--- src/rtl/timer_irq_pkg.sv ---
// Shared definitions for the timer interrupt generator.
// Holds the channel mode encodings, the default parameter widths and the
// overrun counter width.
package timer_irq_pkg;

    localparam int unsigned DEF_NUM_CH = 15;
    localparam int unsigned DEF_CNT_W  = 24;
    localparam int unsigned DEF_HOLD_W = 12;
    localparam int unsigned OVR_CNT_W  = 8;

    typedef enum logic [1:0] {
        MODE_PULSE   = 2'd0,
        MODE_ONESHOT = 2'd1,
        MODE_LEVEL   = 2'd2,
        MODE_RSVD    = 2'd3
    } mode_e;

endpackage

--- src/rtl/timer_irq_ch.sv ---
// One timer channel: period counter, pulse-width hold, one-shot latch and
// level-ack interrupt.
// Overrun detection is compiled in only when TIMER_IRQ_OVERRUN_EN is defined.
// Ports:
//   clk, rst_n   - clock, asynchronous active-low reset
//   en_i         - channel enable
//   mode_i       - mode (pulse / one-shot / level-ack; reserved acts as pulse)
//   period_i     - period in cycles (0 = never expires)
//   width_i      - pulse width in cycles (0 acts as 1)
//   ack_i        - level-ack acknowledge
//   irq_o        - registered interrupt
//   irq_nxt_c    - combinational next value of irq_o (feeds irq_any)
//   ovr_o        - overrun pulse           (TIMER_IRQ_OVERRUN_EN only)
//   ovr_cnt_o    - saturating overrun count (TIMER_IRQ_OVERRUN_EN only)
module timer_irq_ch
    import timer_irq_pkg::*;
#(
    parameter int unsigned CNT_W  = DEF_CNT_W,
    parameter int unsigned HOLD_W = DEF_HOLD_W
) (
    input  logic              clk,
    input  logic              rst_n,
    input  logic              en_i,
    input  logic [1:0]        mode_i,
    input  logic [CNT_W-1:0]  period_i,
    input  logic [HOLD_W-1:0] width_i,
    input  logic              ack_i,
    output logic              irq_o,
    output logic              irq_nxt_c
`ifdef TIMER_IRQ_OVERRUN_EN
    ,
    output logic                 ovr_o,
    output logic [OVR_CNT_W-1:0] ovr_cnt_o
`endif
);

    logic              en_q;
    logic [CNT_W-1:0]  cnt_q,  cnt_d;
    logic [CNT_W-1:0]  per_q,  per_d;
    logic [HOLD_W-1:0] hold_q, hold_d;
    logic              irq_q,  irq_d;
    logic              done_q, done_d;
    logic              expire_c;
    mode_e             mode_c;

    // Reserved encoding behaves as periodic pulse.
    always_comb begin
        mode_c = mode_e'(mode_i);
        if (mode_c == MODE_RSVD) begin
            mode_c = MODE_PULSE;
        end
    end

    // Expiry only in steady enabled state; a zero period never expires.
    assign expire_c = en_i && en_q && !done_q && (per_q != '0)
                      && (cnt_q == per_q - CNT_W'(1));

    // Next-state logic for counter, sampled period, hold count and irq.
    always_comb begin
        cnt_d  = cnt_q;
        per_d  = per_q;
        hold_d = hold_q;
        irq_d  = irq_q;
        done_d = done_q;
        if (!en_i) begin
            cnt_d  = '0;
            per_d  = '0;
            hold_d = '0;
            irq_d  = 1'b0;
            done_d = 1'b0;
        end else if (!en_q) begin
            // Enable rising edge: arm with a fresh period.
            cnt_d = '0;
            per_d = period_i;
        end else begin
            if (expire_c) begin
                cnt_d = '0;
                per_d = period_i;
            end else if ((per_q != '0) && !done_q) begin
                cnt_d = cnt_q + CNT_W'(1);
            end

            if (mode_c == MODE_LEVEL) begin
                // Set wins over a coincident acknowledge.
                if (expire_c) begin
                    irq_d = 1'b1;
                end else if (ack_i) begin
                    irq_d = 1'b0;
                end
            end else if (expire_c) begin
                // hold counts the remaining high cycles after this one.
                irq_d  = 1'b1;
                hold_d = (width_i == '0) ? '0 : width_i - HOLD_W'(1);
                if (mode_c == MODE_ONESHOT) begin
                    done_d = 1'b1;
                end
            end else if (irq_q) begin
                if (hold_q == '0) begin
                    irq_d = 1'b0;
                end else begin
                    hold_d = hold_q - HOLD_W'(1);
                end
            end
        end
    end

    // Channel state registers.
    always_ff @(posedge clk or negedge rst_n) begin
        if (!rst_n) begin
            en_q   <= 1'b0;
            cnt_q  <= '0;
            per_q  <= '0;
            hold_q <= '0;
            irq_q  <= 1'b0;
            done_q <= 1'b0;
        end else begin
            en_q   <= en_i;
            cnt_q  <= cnt_d;
            per_q  <= per_d;
            hold_q <= hold_d;
            irq_q  <= irq_d;
            done_q <= done_d;
        end
    end

    assign irq_o     = irq_q;
    assign irq_nxt_c = irq_d;

`ifdef TIMER_IRQ_OVERRUN_EN
    logic                 ovr_q,     ovr_d;
    logic [OVR_CNT_W-1:0] ovr_cnt_q, ovr_cnt_d;

    // Overrun: level-ack channel expires while its irq is still pending.
    always_comb begin
        ovr_d     = expire_c && (mode_c == MODE_LEVEL) && irq_q;
        ovr_cnt_d = ovr_cnt_q;
        if (!en_i) begin
            ovr_cnt_d = '0;
        end else if (ovr_d && (ovr_cnt_q != '1)) begin
            ovr_cnt_d = ovr_cnt_q + OVR_CNT_W'(1);
        end
    end

    always_ff @(posedge clk or negedge rst_n) begin
        if (!rst_n) begin
            ovr_q     <= 1'b0;
            ovr_cnt_q <= '0;
        end else begin
            ovr_q     <= ovr_d;
            ovr_cnt_q <= ovr_cnt_d;
        end
    end

    assign ovr_o     = ovr_q;
    assign ovr_cnt_o = ovr_cnt_q;
`endif

endmodule

--- src/rtl/timer_irq_gen.sv ---
// Multi-channel timer interrupt generator: NUM_CH independent timer_irq_ch
// channels plus a registered OR of all interrupt lines.
// Optional overrun reporting is enabled with TIMER_IRQ_OVERRUN_EN.
// Ports:
//   clk_100, rst_100 - clock, asynchronous active-low reset
//   ch_en            - per-channel enable
//   ch_mode          - 2 bits per channel mode
//   ch_period        - CNT_W bits per channel period
//   ch_width         - HOLD_W bits per channel pulse width
//   irq_ack          - per-channel level-ack acknowledge
//   irq              - registered interrupt lines
//   irq_any          - registered OR of irq, aligned with irq
//   irq_ovr          - overrun pulses           (TIMER_IRQ_OVERRUN_EN only)
//   irq_ovr_cnt      - 8 bits per channel count (TIMER_IRQ_OVERRUN_EN only)
module timer_irq_gen
    import timer_irq_pkg::*;
#(
    parameter int unsigned NUM_CH = DEF_NUM_CH,
    parameter int unsigned CNT_W  = DEF_CNT_W,
    parameter int unsigned HOLD_W = DEF_HOLD_W
) (
    input  logic                     clk_100,
    input  logic                     rst_100,
    input  logic [NUM_CH-1:0]        ch_en,
    input  logic [2*NUM_CH-1:0]      ch_mode,
    input  logic [CNT_W*NUM_CH-1:0]  ch_period,
    input  logic [HOLD_W*NUM_CH-1:0] ch_width,
    input  logic [NUM_CH-1:0]        irq_ack,
    output logic [NUM_CH-1:0]        irq,
    output logic                     irq_any
`ifdef TIMER_IRQ_OVERRUN_EN
    ,
    output logic [NUM_CH-1:0]           irq_ovr,
    output logic [OVR_CNT_W*NUM_CH-1:0] irq_ovr_cnt
`endif
);

    logic [NUM_CH-1:0] irq_nxt;
    logic              irq_any_q;

    // One channel instance per timer.
    for (genvar i = 0; i < NUM_CH; i++) begin : g_ch
        timer_irq_ch #(
            .CNT_W  (CNT_W),
            .HOLD_W (HOLD_W)
        ) u_ch (
            .clk       (clk_100),
            .rst_n     (rst_100),
            .en_i      (ch_en[i]),
            .mode_i    (ch_mode[2*i +: 2]),
            .period_i  (ch_period[CNT_W*i +: CNT_W]),
            .width_i   (ch_width[HOLD_W*i +: HOLD_W]),
            .ack_i     (irq_ack[i]),
            .irq_o     (irq[i]),
            .irq_nxt_c (irq_nxt[i])
`ifdef TIMER_IRQ_OVERRUN_EN
            ,
            .ovr_o     (irq_ovr[i]),
            .ovr_cnt_o (irq_ovr_cnt[OVR_CNT_W*i +: OVR_CNT_W])
`endif
        );
    end

    // OR of next-state irq values so irq_any lines up with irq.
    always_ff @(posedge clk_100 or negedge rst_100) begin
        if (!rst_100) begin
            irq_any_q <= 1'b0;
        end else begin
            irq_any_q <= |irq_nxt;
        end
    end

    assign irq_any = irq_any_q;

endmodule

--- config.mk ---
export PLATFORM = sky130hd
export DESIGN_NAME = timer_irq_gen
export DESIGN_NICKNAME = d
export VERILOG_FILES = /design/src/rtl/timer_irq_pkg.sv /design/src/rtl/timer_irq_ch.sv /design/src/rtl/timer_irq_gen.sv
export SDC_FILE = /design/constraint.sdc
export NUM_CORES = 2
export LEC_CHECK = 0
export BUFFER_PORTS_ARGS = -buffer_cell sky130_fd_sc_hd__buf_2
export CAP_MARGIN = 20
export CORE_UTILIZATION = 55
export CTS_BUF_LIST = sky130_fd_sc_hd__clkbuf_16
export CTS_CLUSTER_DIAMETER = 80
export CTS_CLUSTER_SIZE = 24
export DETAILED_ROUTE_END_ITERATION = 16
export PLACE_DENSITY = 0.79
export SLEW_MARGIN = 10
export SYNTH_ARGS = -nofsm -noshare
export SYNTH_HDL_FRONTEND = slang
export SYNTH_SLANG_ARGS = --single-unit
--- constraint.sdc ---
create_clock -name clk_100 -period 4.1 [get_ports clk_100]
set_input_delay 0.205 -clock clk_100 [delete_from_list [all_inputs] [get_ports clk_100]]
set_output_delay 0.205 -clock clk_100 [all_outputs]
set_load 0.05 [all_outputs]
==> results.py <==
metrics = {
    "pwr": {
        "total_leakage_power_nw": 33.08,
        "irDropWorstVdd_uv": 393.3,
        "power_density_nw_per_um2": 271.3,
    },
    "detailed_routing": {
        "routed_wire_length_per_instance_um": 18.48,
        "drt_wl_total_um": 189600,
        "drt_pre_antenna_iters": 8,
        "route.antenna.remaining_nets": 0,
        "drt-initial-drc-count": 5423,
        "route.vias.total": 61256,
        "average_via_count_per_standard_cell": 5.972,
        "detail_route.drc_violations": 0,
    },
    "global_routing": {
        "grt_met2_use_pct": 52.76,
        "global_route_wire_length_before_repair_um": 306200,
        "m3_gr_usage_pct": 5.071,
        "grt_start_max_net_pins": 101,
        "initial_antenna_violation_count": 49,
        "via_count_of_the_first_global_routing_pass": 59172,
        "grt_remaining_overflow": 0,
        "busiest_grt_layer": "met2",
        "globalRouteTotalUtil_pct": 31.93,
        "global_route.usage.met1_pct": 41.57,
    },
    "logic_synthesis": {
        "synth_xor_area_share_pct": 11.77,
        "syn_area_per_cell_um2": 8.163,
        "synth_cell_type_count": 100,
        "synthesis.instances": 7696,
        "synth_top_flop_cell": "sky130_fd_sc_hd__dfrtp_1",
        "synth.net_count": 8388,
        "synth_compound_gate_area_share_pct": 12.92,
        "synthSimpleGateAreaFrac_pct": 30.30,
        "synthesis.area_um2": 62820,
        "yosys.area.top_type_share_pct": 37.68,
        "multiplexer_area_fraction_after_synthesis_pct": 1.245,
        "main_combinational_cell_family_by_area_after_synthesis": "simple AND/OR/NAND/NOR gates",
        "synth_top_area_cell": "sky130_fd_sc_hd__dfrtp_1",
        "synth_async_sr_flop_share_pct": 100.0,
        "number_of_synthesized_flops_with_an_enable_pin": 0,
        "yosys.area_share.adder_pct": 1.793,
        "ys_ff_latch": 946,
        "synth_sequential_area_ratio_pct": 37.68,
        "ys_top_cells_by_area": "sky130_fd_sc_hd__dfrtp_1, sky130_fd_sc_hd__xnor2_1, sky130_fd_sc_hd__nand2_1, sky130_fd_sc_hd__xor2_1, sky130_fd_sc_hd__nand3_1",
        "synth.yosys.warnings": 0,
    },
    "final_layout": {
        "final_cell_mix": "sky130_fd_sc_hd__nand2_1, sky130_fd_sc_hd__dfrtp_1, sky130_fd_sc_hd__nor2_1, sky130_fd_sc_hd__buf_2, sky130_fd_sc_hd__nand3_1",
        "leading_cell_type_in_the_layout_fill_and_taps_excluded": "sky130_fd_sc_hd__nand2_1",
        "fin_cells": 10258,
        "finalNetCount": 9375,
        "finish.utilization_pct": 66.61,
        "layout-drive-gt1-share_pct": 12.18,
        "num-fill-cells": 8943,
        "areaGrowthSynthToFinish_pct": 19.61,
    },
    "place": {
        "post-dp-hpwl_um": 135000,
        "finalWeightedCongestion": 0.9635,
        "preCtsSetupSlack_ps": 35.02,
        "place_inst": 9610,
        "io_buffers": 617,
    },
    "flow_run": {
        "maxCapViolations": 0,
    },
    "worst_setup_path": {
        "critical_path.max_fanout": 33,
        "setup.worst_path.end_class": "flop",
        "setup.worst_path.class": "flop to flop",
        "cp.required_ps": 4710,
        "setup.worst_path.start_class": "flop",
        "data_arrival_time_of_the_critical_path_ps": 4550,
    },
    "clock_network": {
        "max-clock-path-buffers": 3,
        "h-tree-depth": 2,
        "tritoncts.num_buffers": 58,
        "clk_latency_ps": 710,
        "clk_pin_slew_worst_paths_ps": 100,
        "cts-root-buf": "sky130_fd_sc_hd__clkbuf_16",
        "tritoncts": "yes",
        "clock-sinks": 946,
    },
    "floorplan": {
        "start_util_pct": 55.69,
        "top_level_ports": 618,
        "std_cell_rows": 123,
        "die_h_um": 340.0,
        "die_w_um": 340.0,
        "floorplan.core_area_um2": 112800,
        "die-area_um2": 115600,
    },
    "status": {
        "outcome": "completed",
    },
    "sta": {
        "max_slew.worst_pin.slew_ps": 1147,
        "timing_hold_violations_final": 0,
        "finalSetupViolCount": 0,
        "slew_headroom_pct": 22.84,
        "final.period_utilization_pct": 96.01,
        "clock_skew_ps": 43.09,
        "highest_clock_frequency_the_design_can_meet_ghz": 0.2541,
        "finalWorstPathRequiredPeriod_ps": 3936,
        "tns_ps": 0,
        "final-max-slew-violation-count": 0,
        "layout_setup_ws_ps": 163.8,
        "hold_slack_ps": 54.39,
    },
    "min_path": {
        "timing.hold.worst.class": "primary input to flop",
    },
}
[worst paths after layout]
check,start,end,slack [ps],depth (start not counted)
worst max-delay path,g_ch[3].u_ch.per_q[0],g_ch[3].u_ch.hold_q[6],160,12
worst min-delay path,ch_width[80],g_ch[6].u_ch.hold_q[8],50,5
worst max register to register,g_ch[3].u_ch.per_q[0],g_ch[3].u_ch.hold_q[6],160,12
worst min register to register,g_ch[2].u_ch.per_q[19],g_ch[2].u_ch.per_q[19],530,2
max in group asynchronous,rst_100,g_ch[1].u_ch.per_q[9],2830,3
min in group asynchronous,rst_100,g_ch[4].u_ch.hold_q[5],150,2
[cell families (layout without fill, tap and decap cells)]
logic type               count (synthesis)  after routing
flip-flops                             946            946
AO/OA/AOI/OAI                         1278           1278
XOR/XNOR                               844            844
AND/OR/NAND/NOR                       3797           3797
adder cells (fa/ha/maj)                 90             90
multiplexers                            76             76
buffers and inverters                  665           1695
other                                    0             32
[cells in the mapped netlist (all sizes together), types with 32 or more instances]
| cell type | n |
|---|---|
| dfrtp | 946 |
| nand4 | 133 |
| buf | 105 |
| or4 | 89 |
| nor4 | 191 |
| nor3b | 60 |
| o21ai | 447 |
| clkbuf | 278 |
| or3 | 140 |
| inv | 279 |
| nor2b | 82 |
| mux2i | 59 |
| and2 | 41 |
| xor2 | 403 |
| a21boi | 58 |
| nor2 | 786 |
| o31ai | 50 |
| nand3 | 604 |
| and3 | 118 |
| xnor2 | 441 |
| nand2b | 83 |
| o21a | 56 |
| nor3 | 282 |
| and4 | 32 |
| ha | 90 |
| nor4b | 37 |
| a21oi | 275 |
| nand3b | 40 |
| or2 | 33 |
| a31oi | 55 |
| nand2 | 976 |
[state kept, by name, summed over array words and instances (netlist names)]
name              flops
g_ch.u_ch.hold_q    180
g_ch.u_ch.done_q     15
g_ch.u_ch.en_q       15
g_ch.u_ch.cnt_q     360
irq_any               1
g_ch.u_ch.irq_o      15
g_ch.u_ch.per_q     360
[worst max-delay path, cell delays in order, from the launching register on]
cell	delay [ps]
sky130_fd_sc_hd__dfrtp_1	420
sky130_fd_sc_hd__inv_1	110
sky130_fd_sc_hd__ha_1	220
sky130_fd_sc_hd__or4b_2	690
sky130_fd_sc_hd__nor4_4	290
sky130_fd_sc_hd__a21oi_1	150
sky130_fd_sc_hd__o41ai_1	460
sky130_fd_sc_hd__a21oi_1	90
sky130_fd_sc_hd__or4_4	610
sky130_fd_sc_hd__buf_12	200
sky130_fd_sc_hd__a21oi_4	300
sky130_fd_sc_hd__o21ai_0	140
sky130_fd_sc_hd__a21boi_0	160
[stage by stage]
step / instance area [µm²] / total power, mW
detailed placement: 67850 / 13.43
global placement: 67840 / 13.35
finish: 75140 / 20.38
floorplan: 62820 / 12.08
CTS: 74780 / 20.45
global route: 75110 / 21.26
[power by group]
group          leakage [nW]  internal, mW  switching (mW)  total (mW)
Combinational          19.3          1.64            2.07        3.71
Clock                 0.961          2.92            3.71        6.63
Sequential             12.8          9.60           0.455        10.1
Total                  33.1          14.2            6.23        20.4
[cell type report]
class | instances | area, µm² | share of cell area (%)
tap | 1500 | 1877 | 2.498
clock inverter | 44 | 480.5 | 0.6394
inverter | 282 | 1062 | 1.414
sequential | 946 | 23670 | 31.51
multi-input combinational | 6085 | 36630 | 48.75
timing repair buffer | 1310 | 9858 | 13.12
clock buffer | 59 | 1476 | 1.965
antenna | 32 | 80.08 | 0.1066
[timing repair]
action                                  CTS  global route
endpoints found under the setup margin    0            89
hold buffers                            497             0
hold endpoints to repair                572             0
setup buffers                             0            13
gates resized for setup                   0            31
[routing by layer]
metal / wire length (µm) / vias to the layer above
li1: - / 29099
met1: 78570 / 29310
met2: 89660 / 2304
met3: 12860 / 503
met4: 8273 / 40
met5: 233 / -
(Power assumes the default switching activity.)
